<file path="src/rtl/putch_tx_ctrl_pkg.sv">
// Shared constants for the commit-side console output path.
package putch_tx_ctrl_pkg;
  localparam logic [6:0] PUTCH_OPCODE = 7'h7b;
  localparam int INST_W = 32;
  localparam int REG_W  = 64;
  localparam int CHAR_W = 8;
endpackage

</file>
<file path="src/rtl/putch_tx_ctrl_fifo.sv">
// First-word-fall-through synchronous FIFO; head entry is visible on dout while !empty.
module sync_fifo_fwft #(
  parameter int DEPTH  = 8,
  parameter int DATA_W = 8,
  localparam int AW = $clog2(DEPTH),
  localparam int LW = AW + 1
) (
  input  logic              clk,
  input  logic              rst,
  input  logic              push,
  input  logic              pop,
  input  logic [DATA_W-1:0] din,
  output logic [DATA_W-1:0] dout,
  output logic              empty,
  output logic              full,
  output logic [LW-1:0]     level
);

  logic [DATA_W-1:0] mem [DEPTH];
  logic [AW-1:0]     wr_ptr;
  logic [AW-1:0]     rd_ptr;
  logic [LW-1:0]     count;

  // Storage is intentionally not reset; contents are meaningless once count drops to zero.
  always_ff @(posedge clk) begin
    if (push) mem[wr_ptr] <= din;
  end

  always_ff @(posedge clk) begin
    if (rst) begin
      wr_ptr <= '0;
      rd_ptr <= '0;
      count  <= '0;
    end else begin
      if (push) wr_ptr <= wr_ptr + AW'(1);
      if (pop)  rd_ptr <= rd_ptr + AW'(1);
      case ({push, pop})
        2'b10:   count <= count + LW'(1);
        2'b01:   count <= count - LW'(1);
        default: count <= count;
      endcase
    end
  end

  assign dout  = mem[rd_ptr];
  assign empty = (count == '0);
  assign full  = (count == LW'(DEPTH));
  assign level = count;

endmodule

</file>
<file path="src/rtl/putch_tx_ctrl.sv">
// Captures retiring putch characters into a FIFO and drains them to a byte-wide console sink.
module putch_tx_ctrl
  import putch_tx_ctrl_pkg::*;
#(
  parameter int DEPTH  = 8,
  parameter int DATA_W = 8,
  parameter int CNT_W  = 32,
  localparam int LW = $clog2(DEPTH) + 1
) (
  input  logic              clk,
  input  logic              rst,
  input  logic              stallW,
  input  logic [INST_W-1:0] instW,
  input  logic [REG_W-1:0]  reg_a0,
  output logic              putch_stall,
  output logic              tx_valid,
  output logic [DATA_W-1:0] tx_data,
  input  logic              tx_ready,
  output logic [LW-1:0]     fifo_level,
  output logic [CNT_W-1:0]  tx_cnt
);

  logic is_putch;
  logic push;
  logic pop;
  logic empty;
  logic full;
  logic [CNT_W-1:0] tx_cnt_q;

  assign is_putch = (instW[6:0] == PUTCH_OPCODE);
  // A full FIFO refuses the push even if it pops this cycle; the held putch lands one cycle later.
  assign push        = is_putch & ~stallW & ~full;
  assign pop         = tx_valid & tx_ready;
  // Kept free of stallW/tx_ready so the hazard unit sees no combinational loop.
  assign putch_stall = is_putch & full;
  assign tx_valid    = ~empty;

  sync_fifo_fwft #(
    .DEPTH  (DEPTH),
    .DATA_W (DATA_W)
  ) u_fifo (
    .clk   (clk),
    .rst   (rst),
    .push  (push),
    .pop   (pop),
    .din   (reg_a0[DATA_W-1:0]),
    .dout  (tx_data),
    .empty (empty),
    .full  (full),
    .level (fifo_level)
  );

  always_ff @(posedge clk) begin
    if (rst)      tx_cnt_q <= '0;
    else if (pop) tx_cnt_q <= tx_cnt_q + CNT_W'(1);
  end

  assign tx_cnt = tx_cnt_q;

endmodule

</file>
<file path="config.mk">
export PLATFORM = sky130hd
export DESIGN_NAME = putch_tx_ctrl
export DESIGN_NICKNAME = d
export VERILOG_FILES = /design/src/rtl/putch_tx_ctrl_pkg.sv /design/src/rtl/putch_tx_ctrl_fifo.sv /design/src/rtl/putch_tx_ctrl.sv
export SDC_FILE = /design/constraint.sdc
export NUM_CORES = 1
export LEC_CHECK = 0
export ABC_AREA = 0
export BUFFER_PORTS_ARGS = -buffer_cell sky130_fd_sc_hd__buf_2
export CAP_MARGIN = 20
export CORE_ASPECT_RATIO = 1.75
export CORE_MARGIN = 2
export CORE_UTILIZATION = 55
export DETAILED_ROUTE_END_ITERATION = 7
export PLACE_DENSITY = 0.86
export SYNTH_ARGS = -nofsm -noshare
export SYNTH_HDL_FRONTEND = slang
export SYNTH_SLANG_ARGS = --single-unit
</file>
<file path="constraint.sdc">
create_clock -name clk -period 6.2 [get_ports clk]
set_input_delay 0 -clock clk [delete_from_list [all_inputs] [get_ports clk]]
set_output_delay 0 -clock clk [all_outputs]
set_load 0.1 [all_outputs]
</file>
## Word-level counts from Yosys, hierarchy flattened

Memories as Yosys holds them, arrays and structs flattened. A register that Yosys moved wholly into a read port is not among the register bits.
Cells that the tools add are included.

| word-level totals | value |
|---|---|
| bits of input ports | 100 |
| memory bits (writable) | 64 |
| logic and storage cells | 28 |
| output and inout port bits | 46 |
| memories kept | 1 |
| flip-flop bits (word level) | 42 |

| operators by class | value |
|---|---|
| muxes and demuxes | 5 |
| $add $sub $neg | 5 |
| bitwise operators | 7 |
| reduce and logical (&&, ||, !) cells | 2 |
| equal/unequal tests | 4 |

Memories:

| name | depth | bits a word | rd ports | clocked after Yosys merged registers in | write ports | line | source |
|---|---|---|---|---|---|---|---|
| u_fifo.mem | 8 | 8 | 1 | 1 | 1 | putch_tx_ctrl_fifo.sv:19 | `logic [DATA_W-1:0] mem [DEPTH];` |

Operators by type and width:

| operator | number |
|---|---|
| $add 32x1->32 const B | 1 |
| $pmux 4 s2 | 1 |
| $eq 7x7->1 const B | 1 |
| $add 3x1->3 const B | 2 |
| $mux 3 | 2 |
| $add 4x1->4 const B | 1 |
| $and 1x1->1 | 4 |
| $eq 4x4->1 const B | 1 |
| $logic_not 4->1 | 1 |
| $sub 4x1->4 const B | 1 |
| $not 1->1 | 3 |
| $eq 2x1->1 const B | 1 |
| $eq 2x2->1 const B | 1 |
| $mux 1 | 2 |
| $reduce_bool 2->1 | 1 |

## Longest topological paths before layout

Gate-level depths: netlist (run 1).

| depth | value |
|---|---|
| depth after elaboration | 5 |
| depth in mapped cells | 11 |
| gate-level depth less buffers | 10 |

## Modules after synthesis

Synthesis (run 1) repeated with hierarchy kept, for this count alone.

| unflattened totals | value |
|---|---|
| cells, all modules | 347 |
| area, all modules | 4,669.5 µm² |

By module, submodules not included:

| module | area an instance (µm²) | cells each | times used |
|---|---|---|---|
| sync_fifo_fwft | 3,106.7 | 164 | 1 |
| putch_tx_ctrl | 1,562.7 | 183 | 1 |

## Worst setup path before layout (run 1)

OpenSTA, ideal clock, no wires.

| timing | value |
|---|---|
| path type | register to output |
| start | reg u_fifo.count[3] (netlist: u_fifo.level[3]) |
| end | out putch_stall |
| cell stages (with the launch flop) | 3 |
| required time | 6,200 ps |
| buffers on the path | 0 |
| slack | 2,542 ps |
| arrival time | 3,658 ps |
| path through | dfxtp_1 > nor4b_1 > nor3b_1 |

| between the ends | value |
|---|---|
| cells in the longest elaborated chain, start to end | 2 |

Ends and longest elaborated chain:

| item | line | source |
|---|---|---|
| start: declaration | putch_tx_ctrl_fifo.sv:22 | `logic [LW-1:0] count;` |
| start signal: assignment | putch_tx_ctrl_fifo.sv:38 | `2'b10: count <= count + LW'(1);` |
| start signal: assignment | putch_tx_ctrl_fifo.sv:39 | `2'b01: count <= count - LW'(1);` |
| start signal: assignment | putch_tx_ctrl_fifo.sv:40 | `default: count <= count;` |
| $eq 4x4->1 | putch_tx_ctrl_fifo.sv:47 | `assign full = (count == LW'(DEPTH));` |
| $and 1x1->1 | putch_tx_ctrl.sv:35 | `assign putch_stall = is_putch & full;` |
| end: declaration | putch_tx_ctrl.sv:15 | `output logic putch_stall,` |

Every way passes these cells.

## Final worst setup path (run 1)

| timing | value |
|---|---|
| start | reg u_fifo.count[0] (netlist: u_fifo.level[0]) |
| end | reg u_fifo.count[2] (netlist: u_fifo.level[2]) |

| between the ends | value |
|---|---|
| cells in the longest elaborated chain, start to end | 5 |
| elaborated cells between the ends (all ways) | 12 |
| classes of those cells | add/sub (2); eq/ne (3); mux (1); bitwise (4); reduce/logical (2) |

Ends and longest elaborated chain:

| item | line | source |
|---|---|---|
| $eq 4x4->1 / $logic_not 4->1 (equally long branches) | putch_tx_ctrl_fifo.sv:47, putch_tx_ctrl_fifo.sv:46 |  |
| $not 1->1, on equally long branches | putch_tx_ctrl.sv:32, putch_tx_ctrl.sv:36 |  |
| $and 1x1->1, on equally long branches | putch_tx_ctrl.sv:32, putch_tx_ctrl.sv:33 |  |
| $eq 2x1->1 / $eq 2x2->1 (equally long branches) | putch_tx_ctrl_fifo.sv:37 | `case ({push, pop})` |
| $pmux 4 s2 / $reduce_bool 2->1 (equally long branches) | - |  |

Parallel ways exist; a longest one is shown, timed or not.
A chain may end at the register's enable or synchronous reset.

==> results.toml, run 1 <==
[timing]
finalSetupViolCount = 0
slew_violations = 0
setup_tns_ns = 0
rsz0062_at_grt = "no"
skew_ns = 0.00521
fmax_ghz = 0.368
tightest_slew_ns = 0.892
holdWs_ns = 0.0314
min_period_ns = 2.72
period_share_pct = 43.8
relSlewSlack_pct = 40.3
final-hold-violation-count = 0

[cts]
cts_setup_buffers = 0
clk_pin_slew_worst_paths_ns = 0.07
cts_made_buffers = 9
clkSinkCount = 109
clockBufferDepth = 2
cts_tree = "yes"
cts-htree-levels = 3
cts_root_buffer = "clkbuf_16"
insertion_delay_ns = 0.34

[synth]
ys_ff_latch = 109
ys_types = 53
synth_edf_count = 64
yosys_warnings = 0
syn_nets = 456
yosysSeqAreaShare_pct = 60.2
synthCells = 350
syn-mean-instance-area_sq_um = 13.4
ys.flop_type = "edfxtp_1"
synth_area_sq_um = 4690
async_flop_share_pct = 0

[floorplanning]
die_x_microns = 73.8
coreArea_sq_um = 8310
dieArea_sq_um = 9310
start_util_pct = 56.4
die_h_microns = 126
io_pins = 146
rows = 44

[global_routing]
overflow = 0
grt_pass1_vias = 3051
grt_usage_pct = 20.2
antenna_found_initial = 0
grt_max_degree = 51
grt_pass1_wl_microns = 14300

[worst_hold_path]
whs_path_depth = 4
min_path_type = "input pin to flop"

[finish]
antennaDiodeCount = 0
areaGrowthSynthToFinish_pct = 16.8
layout_common_cells = "64 x buf_2, 64 x edfxtp_1, 45 x dfxtp_1, 30 x nor2_1, 21 x a21oi_1"
final_area_sq_um = 5480
drive_above_1_share_pct = 31.2
nets = 524

[flow_run]
drv_cap = 0

[placement]
place_area_sq_um = 5060
dp_hpwl_microns = 6100
gp_congestion = 0.706
port_buffers = 64

[drt]
antenna_violating_nets_post_route = 0
wirelength_microns = 8990
via_per_inst = 5.71
drc_errors = 0
drt_iter0_markers = 158
drt_first_pass_iters = 4
wl_per_cell_microns = 16.7
num_vias = 3072

[setup_path]
crit_path_start_kind = "flop"
crit_family = "simple AND/OR/NAND/NOR gates"
critPathRequiredTime_ns = 6.46
reg2reg_depth = 10
end_kind = "flop"
critPathMaxFanout = 9
path_cells = "nor4b_1, nor4_2, inv_1, ha_1, xor2_1, ha_1, a21oi_1, xor2_1, or3_1, a21oi_1"
cp_num_cells = 10
critical-path-slowest-cell = "nor4_2"
arrival_ns = 2.97
path_class = "flop to flop"
path_buf_inv = 1
cpPeakStageDelay_ns = 0.51

[pwr]
ir_drop_mv = 0.187
p_leak_uw = 0.00195
power_uw = 1370
powerDensity_nw_per_um2 = 251

[status]
status = "finished, final reports clean"
sequential cells by signal (all words and copies together) (netlist names), named ones only:
signal and cells:
tx_cnt 32, u_fifo.level 4, u_fifo.mem 64, u_fifo.rd_ptr 3, u_fifo.wr_ptr 3
cell type report:
type / instances / area, sq um
clock buffers: 10 / 239
clock inverters: 6 / 70.1
fillers: 608 / 2840
inverters: 8 / 30.0
multi-input cells: 215 / 1730
flip-flops and latches: 109 / 2820
well taps: 115 / 144
repair buffers: 75 / 443
per-stage QoR:
step	utilization (%)	std cells	worst slack (ns)
final	65.9	538	3.48
after global routing	65.9	538	3.22
after global placement	60.9	513	3.59
after CTS	65.6	537	3.45
after floorplan	-	350	2.54
after detailed placement	60.9	513	3.47
worst reg2reg max path, cell delays in order (launching register included):
cell and delay [ns]:
dfxtp_1 0.48, nor4b_1 0.13, nor4_2 0.51, inv_1 0.15, ha_1 0.31, xor2_1 0.17
ha_1 0.18, a21oi_1 0.14, xor2_1 0.09, or3_1 0.31, a21oi_1 0.16
cells in the mapped netlist, drive strengths merged, types with 2 or more instances:
| cell type | number | area, sq um |
|---|---|---|
| nand3b | 3 | 22.5 |
| nor3 | 2 | 10.0 |
| nand2b | 5 | 31.3 |
| nor2 | 30 | 113 |
| dfxtp | 45 | 901 |
| xnor2 | 4 | 35.0 |
| and4 | 2 | 18.8 |
| a21oi | 21 | 105 |
| nand4 | 12 | 96.3 |
| clkbuf | 9 | 45.0 |
| ha | 6 | 75.1 |
| mux2i | 4 | 40.0 |
| nor2b | 7 | 43.8 |
| xor2 | 10 | 87.6 |
| nor4 | 8 | 56.3 |
| mux4 | 16 | 360 |
| nand3 | 7 | 35.0 |
| buf | 7 | 38.8 |
| or4 | 11 | 88.8 |
| or4b | 2 | 20.0 |
| o41ai | 2 | 17.5 |
| inv | 8 | 30.0 |
| edfxtp | 64 | 1920 |
| o21ai | 7 | 35.0 |
| and2 | 3 | 21.3 |
| mux2 | 15 | 169 |
| o31ai | 9 | 67.6 |
| or3 | 9 | 61.3 |
| nand2 | 10 | 37.5 |
| or2 | 2 | 12.5 |
metal layers:
metal | up-vias | wire [microns] | global-route usage (%)
met5 | - | 0 | 0
met4 | 0 | 158 | 7.49
met3 | 16 | 472 | 4.40
met2 | 91 | 4920 | 36.6
met1 | 1492 | 3450 | 22.3
li1 | 1473 | - | -
kinds of logic after synthesis:
group | count (synthesis) | synth area share (%)
AND/OR/NAND/NOR | 117 | 14.9
flip-flops | 109 | 60.2
AO/OA/AOI/OAI | 43 | 5.60
multiplexers | 35 | 12.1
buffers and inverters | 26 | 2.91
XOR/XNOR | 14 | 2.62
adder cells (fa/ha/maj) | 6 | 1.60
power breakdown:
part           total (uW)  internal, uW  switching (uW)
registers             765           764           0.507
logic                28.7          10.5            18.2
clock network         579           328             251
total                1370          1100             270
final timing paths:
kind	slack, ns	to	start
hold reg to reg	0.50	tx_cnt[26]	tx_cnt[26]
hold / removal	0.03	u_fifo.wr_ptr[2]	stallW
setup reg to reg	3.48	u_fifo.level[2]	u_fifo.level[0]
setup / recovery	3.48	u_fifo.level[2]	u_fifo.level[0]
repair_timing:
action	CTS	global route
setup endpoints to repair	0	0
endpoints found under the hold margin	64	0
hold buffers	8	0
gates resized for setup	0	0
No activity file was read; power rests on OpenSTA's default activity.
==> run 2: changes to the inputs <==
Settings changed: CORE_UTILIZATION 55 to 46, PLACE_DENSITY 0.86 to 0.77.
Clock period 6.2 ns to 2.26 ns, I/O delays scaled along.
==> run 2 against run 1 <==
  * The flow now finishes with violations (setup timing)
  * Clock skew about the same
  * Clock-buffer cell count shrank 1
  * Design area up 4.6%
  * Cell count grew 5.6%
  * Sequential share of layout area decreased by 1.4 points
  * Critical path depth is 1 higher
  * Flip-flop and latch count unchanged
  * Utilization shrank 8.1 points
  * Critical path type unchanged
==> results.toml, run 2 (synthesis gave the netlist of run 1 again) <==
[cts]
cts_setup_buffers = 0
cts_made_buffers = 9
cts_tree = "yes"
insertion_delay_ns = 0.35
cts_root_buffer = "clkbuf_16"
clkSinkCount = 109
clockBufferDepth = 2
cts-htree-levels = 3
clk_pin_slew_worst_paths_ns = 0.07

[drt]
wl_per_cell_microns = 16.9
drc_errors = 0
antenna_violating_nets_post_route = 0
num_vias = 3147
drt_first_pass_iters = 4
wirelength_microns = 9600
via_per_inst = 5.54
drt_iter0_markers = 162

[setup_path]
crit_family = "simple AND/OR/NAND/NOR gates"
end_kind = "flop"
cpPeakStageDelay_ns = 0.41
critPathRequiredTime_ns = 2.53
path_class = "flop to flop"
startpoint = "u_fifo.level[0]"
crit_path_start_kind = "flop"
cp_num_cells = 11
endpoint = "u_fifo.level[2]"
path_cells = "nor4b_4, nor4_4, buf_12, inv_1, ha_2, xor2_1, ha_2, a21oi_2, xor2_1, or3_1, a21oi_1"
path_buf_inv = 2
reg2reg_depth = 11
arrival_ns = 2.57
critical-path-slowest-cell = "nor4b_4"
critPathMaxFanout = 7
reg2reg_slack_ns = -0.04
r2r_end = "u_fifo.level[2]"
r2r-start = "u_fifo.level[0]"

[finish]
drive_above_1_share_pct = 42.4
layout_common_cells = "64 x buf_2, 64 x edfxtp_1, 30 x nor2_1, 24 x dfxtp_2"
final_area_sq_um = 5730
n_fill_cell = 799
largest_register = "u_fifo.mem"
largest_reg_flops = 64
nets = 542
areaGrowthSynthToFinish_pct = 22.2

[pwr]
powerDensity_nw_per_um2 = 661
p_leak_uw = 0.00206
power_uw = 3790
ir_drop_mv = 0.420

[timing]
period_share_pct = 102
setup_ws_ns = -0.0397
fmax_ghz = 0.435
tightest_slew_ns = 0.730
skew_ns = 0.00502
rsz0062_at_grt = "yes"
slew_violations = 0
relSlewSlack_pct = 51.3
finalSetupViolCount = 1
final-hold-violation-count = 0
min_period_ns = 2.30

[global_routing]
grt.met2_usage_pct = 33.4
grt_pass1_vias = 3153
globalRoute.busiestLayer = "met2"
antenna_found_initial = 2
use_met1_pct = 20.0
use_met3_pct = 3.93
grt_usage_pct = 18.4
grt_max_degree = 41
grt_pass1_wl_microns = 15300
overflow = 0

[floorplanning]
rows = 48
start_util_pct = 47.3
die_x_microns = 80.3
die_h_microns = 138
coreArea_sq_um = 9910
dieArea_sq_um = 11000
io_pins = 146

[flow_run]
drv_cap = 0

[placement]
dp_hpwl_microns = 6650
gp_congestion = 0.772
port_buffers = 64
place_area_sq_um = 5330

[status]
status = "finished, violations left"
violations = "setup timing"

[worst_hold_path]
min_path_type = "input pin to flop"
run 2: changes by cell type in the layout (fill, tap and decap cells not counted), sizes merged:
cell,change
clkinv,-3
clkinvlp,+1
buf,+18
clkbuf,-1
diode,+2
inv,+3
run 2: tightest hold or removal path: cells and delay by family:
kind / cells / cell delay, ns
AOI/OAI and AO/OA: 1 / 0.06
buffers and inverters: 2 / 0.24
and+or+nand+nor: 2 / 0.12
run 2: worst min-delay path by stage:
stage	from	end	slack, ns	depth (start not counted)
after detailed placement	reg_a0[7]	u_fifo.mem[3][7]	0.26	1
final	stallW	u_fifo.wr_ptr[2]	0.13	5
after floorplan	reg_a0[0]	u_fifo.mem[0][0]	0.1	0
after global routing	stallW	u_fifo.wr_ptr[2]	0.14	5
after global placement	reg_a0[7]	u_fifo.mem[2][7]	0.26	1
after CTS	stallW	u_fifo.wr_ptr[2]	0.12	5
run 2: metal layers:
metal,up-vias,part of all wire (%)
met4,0,2.4
li1,1515,-
met2,86,54
met3,15,5.6
met1,1531,38
met5,-,0
run 2: stage by stage:
| stage | utilization (%) | TNS, ns | worst slack (ns) | hold slack (ns) | instances |
|---|---|---|---|---|---|
| 2_1_floorplan | - | -0.409 | -0.249 | 0.0989 | 350 |
| 3_3_place_gp | 53.7 | 0 | 0.0204 | 0.263 | 542 |
| 3_5_place_dp | 53.7 | -0.104 | -0.0536 | 0.264 | 542 |
| 4_1_cts | 57.8 | -0.0482 | -0.0482 | 0.121 | 566 |
| 5_1_grt | 57.8 | -0.183 | -0.164 | 0.135 | 566 |
| 6_report | 57.8 | -0.0397 | -0.0397 | 0.127 | 568 |
run 2: repair_timing:
action	4_1_cts	5_1_grt
resized for setup	1	1
hold endpoints to repair	64	0
pin swaps	2	1
endpoints found under the setup margin	3	2
hold buffers	8	0
run 2: final cells by class:
| type | instances | area, sq um | area share, % |
|---|---|---|---|
| Sequential cell | 109 | 2870 | 50.1 |
| Multi-Input combinational cell | 215 | 1790 | 31.2 |
| Timing Repair Buffer | 93 | 571 | 9.96 |
| Clock buffer | 9 | 225 | 3.93 |
| Tap cell | 125 | 156 | 2.73 |
| Clock inverter | 7 | 83.8 | 1.46 |
| Inverter | 8 | 30.0 | 0.524 |
| Antenna cell | 2 | 5.00 | 0.0873 |
run 2: power by group:
part	switching (uW)	internal, uW	leakage [uW]
Combinational	51.2	30.4	0.000961
Sequential	0.680	2090	0.000954
Clock	731	883	0.000149
